## config.mk

```make
export PLATFORM = sky130hd
export DESIGN_NAME = separador
export DESIGN_NICKNAME = d
export VERILOG_FILES = /design/src/rtl/separador_pkg.sv /design/src/rtl/separador.sv
export SDC_FILE = /design/constraint.sdc
export NUM_CORES = 1
export LEC_CHECK = 0
export ABC_AREA = 1
export BUFFER_PORTS_ARGS = -buffer_cell sky130_fd_sc_hd__buf_2
export CAP_MARGIN = 20
export CORE_MARGIN = 2
export CORE_UTILIZATION = 45
export DETAILED_ROUTE_END_ITERATION = 10
export PLACE_DENSITY = 0.74
export SETUP_SLACK_MARGIN = 0.1
export SYNTH_ARGS = -nofsm -noshare
export SYNTH_HDL_FRONTEND = slang
export SYNTH_SLANG_ARGS = --single-unit
```

## constraint.sdc

```tcl
create_clock -name clk -period 3.7 [get_ports clk]
set_input_delay 0.925 -clock clk [delete_from_list [all_inputs] [get_ports clk]]
set_output_delay 0.925 -clock clk [all_outputs]
set_load 0.03 [all_outputs]
```

## src/rtl/separador_pkg.sv

```systemverilog
// Shared types and widths for the 16-bit to 8-bit word splitter.
package separador_pkg;

  localparam int WORD_W = 16;
  localparam int BYTE_W = 8;

  typedef enum logic [1:0] {
    IDLE  = 2'd0,
    BYTE1 = 2'd1,
    BYTE2 = 2'd2
  } state_t;

endpackage

```

## src/rtl/separador.sv

```systemverilog
// Splits each accepted 16-bit word into two bytes, emitted in MSB_FIRST order,
// flagging the second byte of every word with LAST.
module separador
  import separador_pkg::*;
#(
  parameter bit MSB_FIRST = 1'b1
) (
  input  logic              clk,
  input  logic              reset,
  input  logic [WORD_W-1:0] DATA16,
  input  logic              in_valid,
  output logic              in_ready,
  output logic [BYTE_W-1:0] OUT8,
  output logic              out_valid,
  input  logic              out_ready,
  output logic              LAST,
  output state_t            dbg_state
);

  // Handshake: a transfer happens on a rising edge where valid and ready are
  // both high; a producer holds valid and data stable until that edge.
  state_t            state_q, state_d;
  logic [WORD_W-1:0] held_q;
  logic [BYTE_W-1:0] first_byte, second_byte;
  logic              in_xfer;

  assign first_byte  = MSB_FIRST ? held_q[WORD_W-1:BYTE_W] : held_q[BYTE_W-1:0];
  assign second_byte = MSB_FIRST ? held_q[BYTE_W-1:0]      : held_q[WORD_W-1:BYTE_W];
  assign in_xfer     = in_valid & in_ready;
  assign dbg_state   = state_q;

  always_ff @(posedge clk) begin
    if (reset) begin
      state_q <= IDLE;
      held_q  <= '0;
    end else begin
      state_q <= state_d;
      if (in_xfer) held_q <= DATA16;
    end
  end

  always_comb begin
    state_d   = state_q;
    in_ready  = 1'b0;
    out_valid = 1'b0;
    LAST      = 1'b0;
    OUT8      = '0;
    case (state_q)
      IDLE: begin
        in_ready = 1'b1;
        if (in_valid) state_d = BYTE1;
      end
      BYTE1: begin
        out_valid = 1'b1;
        OUT8      = first_byte;
        if (out_ready) state_d = BYTE2;
      end
      BYTE2: begin
        out_valid = 1'b1;
        LAST      = 1'b1;
        OUT8      = second_byte;
        // Accepting the next word while the last byte leaves avoids a bubble.
        in_ready  = out_ready;
        if (out_ready) state_d = in_valid ? BYTE1 : IDLE;
      end
      default: state_d = IDLE;
    endcase
  end

endmodule

```

==> flow_metrics.tcl <==
set metrics [dict create \
    design.die.area_mm2 0.002355 \
    cp_max_fo 9 \
    finalCriticalPeriod_ns 2.618 \
    htree_levels 1 \
    fin_tns_setup_ns 0 \
    min_to "held_q[12]" \
    io_buffers 32 \
    max_freq_mhz 381.9 \
    drive_gt1_frac 0.2436 \
    antenna_found_initial 0 \
    layout.nets 184 \
    worstSetupStartpointType "register" \
    drt_iter0_markers 17 \
    rr_worst_depth 8 \
    synth_fa_ha_area_frac 0.08415 \
    path_clk_slew_ns 0.09 \
    async_reset_ff_frac 0 \
    path_class "register to output port" \
    antenna_cells 0 \
    vias 889 \
    yosys.cell_types.count 16 \
    start_util 0.4642 \
    setup_viol 0 \
    status "complete, no violations" \
    synthFlopType "dfxtp_1" \
    clock_path_buffers 2 \
    drc_errors 0 \
    finalMaxSlewViolations 0 \
    drt-pass1-iter-count 4 \
    grt-ovfl-total 0 \
    grt_setup_unrepaired "false" \
    synthTopCellsByCount "36 x nor2_1, 25 x nand2_1, 18 x dfxtp_1" \
    syn_nets 152 \
    finalHoldViolCount 0 \
    yosysMostFrequentCell "nor2_1" \
    syn_inst 126 \
    syn_area_um2 892.1 \
    critPathCaptureType "output port" \
    io_pins 33 \
    fin_cells 183 \
    synth_top_area_cell "dfxtp_1" \
    critPathBufInv 2 \
    numCtsBuffers 3 \
    dpl.hpwl_um 1426 \
    whs_ns 0.4889 \
    yosys-top-cells-area "dfxtp_1 40%, nor2_1 15%, nand2_1 11%, ha_1 8.4%, o21ai_1 5.6%" \
    slew_headroom 0.6793 \
    synth_top_cell_area_share 0.4039 \
    critical_path.top_delay_family "adder cells" \
    grt_pass1_vias 830 \
    cts_setup_buffers 0 \
    syn_avg_cell_area_um2 7.080 \
    syn_to_final_growth_pct 19.21 \
    hp-start "held_q[12]" \
    worst_clock_skew_ns 0.0006230 \
    max_stage_delay_ns 0.39 \
    worstPathCellList "inv_1 -> ha_1 -> nand2_1 -> a21oi_1 -> buf_2" \
    synthMuxAreaShare 0 \
    fp-row-count 16 \
    crit_arrival_ns 1.69 \
    cts.sinks 18 \
    cts-root-buf "clkbuf_4" \
    crit_slowest_cell "ha_1" \
    ys_seq_area_frac 0.4039 \
    clk_latency_ns 0.28 \
    grt_max_degree 19 \
    yosysWarnings 0 \
    vias_per_cell 4.858 \
    die_w_um 48.53 \
    core-area_mm2 0.001922 \
    power.leakage_nw 0.5195 \
    cts_resized 0 \
    wire_per_inst_um 10.86 \
    hold_buffers 0 \
    tightest_slew_ns 0.4805 \
    synth-edff-count 0 \
    cts_tree "yes" \
    dpl.cell_count 180 \
    synthSimpleGateAreaFrac 0.2819 \
    hold_path_depth 2 \
    r2r_start "dbg_state[1]" \
    gp_congestion 0.7418 \
    drtAntennaViolNets 0 \
    post-route-period-util 0.7077 \
    synth-compound-area-share 0.1403 \
    synth-xor-area-share 0 \
    wl_um 1988 \
    cap_violations 0 \
    p_per_area_mw_per_mm2 825.0 \
    irDropWorstVdd_mv 0.3935 \
    ff2ff_setup_slack_ns 2.20 \
    critPathRequiredTime_ns 2.77 \
    synth_top_family_by_area "simple AND/OR/NAND/NOR gates" \
    reg2reg_to "held_q[14]" \
    ys_ff_latch 18 \
    grt_pass1_wl_um 3463 \
    hp-class "register to register" \
    die_height_um 48.53 \
    grtUsageTotal 0.1859 \
]
==> worst register-to-register path, delay by kind of cell (launching register included) <==
family | cells | cell delay [ns]
adders and majority gates | 1 | 0.22
buffers and inverters | 3 | 0.32
and+or+nand+nor | 4 | 0.44
DFF | 1 | 0.43
==> power breakdown <==
group | internal (mW) | switching (mW) | total (mW)
sequential | 0.258 | 0.0406 | 0.299
clock | 0.0378 | 0.0549 | 0.0927
combinational | 0.141 | 0.345 | 0.486
==> per-layer routing <==
layer | GRT usage | part of all wire
met1 | 0.2218 | 0.44
met2 | 0.3194 | 0.47
met5 | 0 | 0
met4 | 0.05238 | 0.0060
met3 | 0.06173 | 0.074
==> cells in the final DEF, fill, tap and decap left out <==
cell      count
a21oi_1       9
clkbuf_4      3
inv_1         7
nand2_2       1
ha_1          6
nand2_4       1
inv_6         1
dfxtp_1      18
o21ai_1      10
o21ai_0       6
buf_2        32
nor2_1       36
nand2_1      25
nand3_1       1
==> flip-flops by register name (all words and copies together) (netlist names) <==
register	cells
held_q	16
dbg_state	2
==> how the worst max path moves through the flow <==
stage	start	to	slack, ns	cells past startpoint
after floorplan	dbg_state[0]	OUT8[0]	0.92	4
after global placement	out_ready	in_ready	1.43	4
after detailed placement	out_ready	in_ready	1.41	4
after CTS	dbg_state[0]	OUT8[0]	1.10	5
after global routing	dbg_state[0]	OUT8[5]	0.98	5
final	dbg_state[1]	OUT8[0]	1.08	5
==> layout make-up <==
cell class | instances | area, µm²
multi-input combinational | 95 | 451.7
sequential | 18 | 360.3
clock buffer | 3 | 22.52
tap | 27 | 33.78
timing repair buffer | 32 | 160.2
fill | 203 | 858.3
inverter | 8 | 35.03
==> logic make-up after synthesis <==
family	count (synthesis)
compound gates	25
fa+ha+maj	6
buf+inv	13
flops	18
simple gates	64
==> through the flow <==
stage                     worst slack, ns  total power [mW]  area, µm²  utilization
final                               1.082            0.8774       1064       0.5534
after floorplan                    0.9218            0.6973      892.1            -
after CTS                           1.103            0.8808       1064       0.5534
after global routing               0.9811            0.9510       1064       0.5534
after detailed placement            1.414            0.7860       1041       0.5417
after global placement              1.435            0.7741       1041       0.5417
No activity file was read; power rests on OpenSTA's default activity.
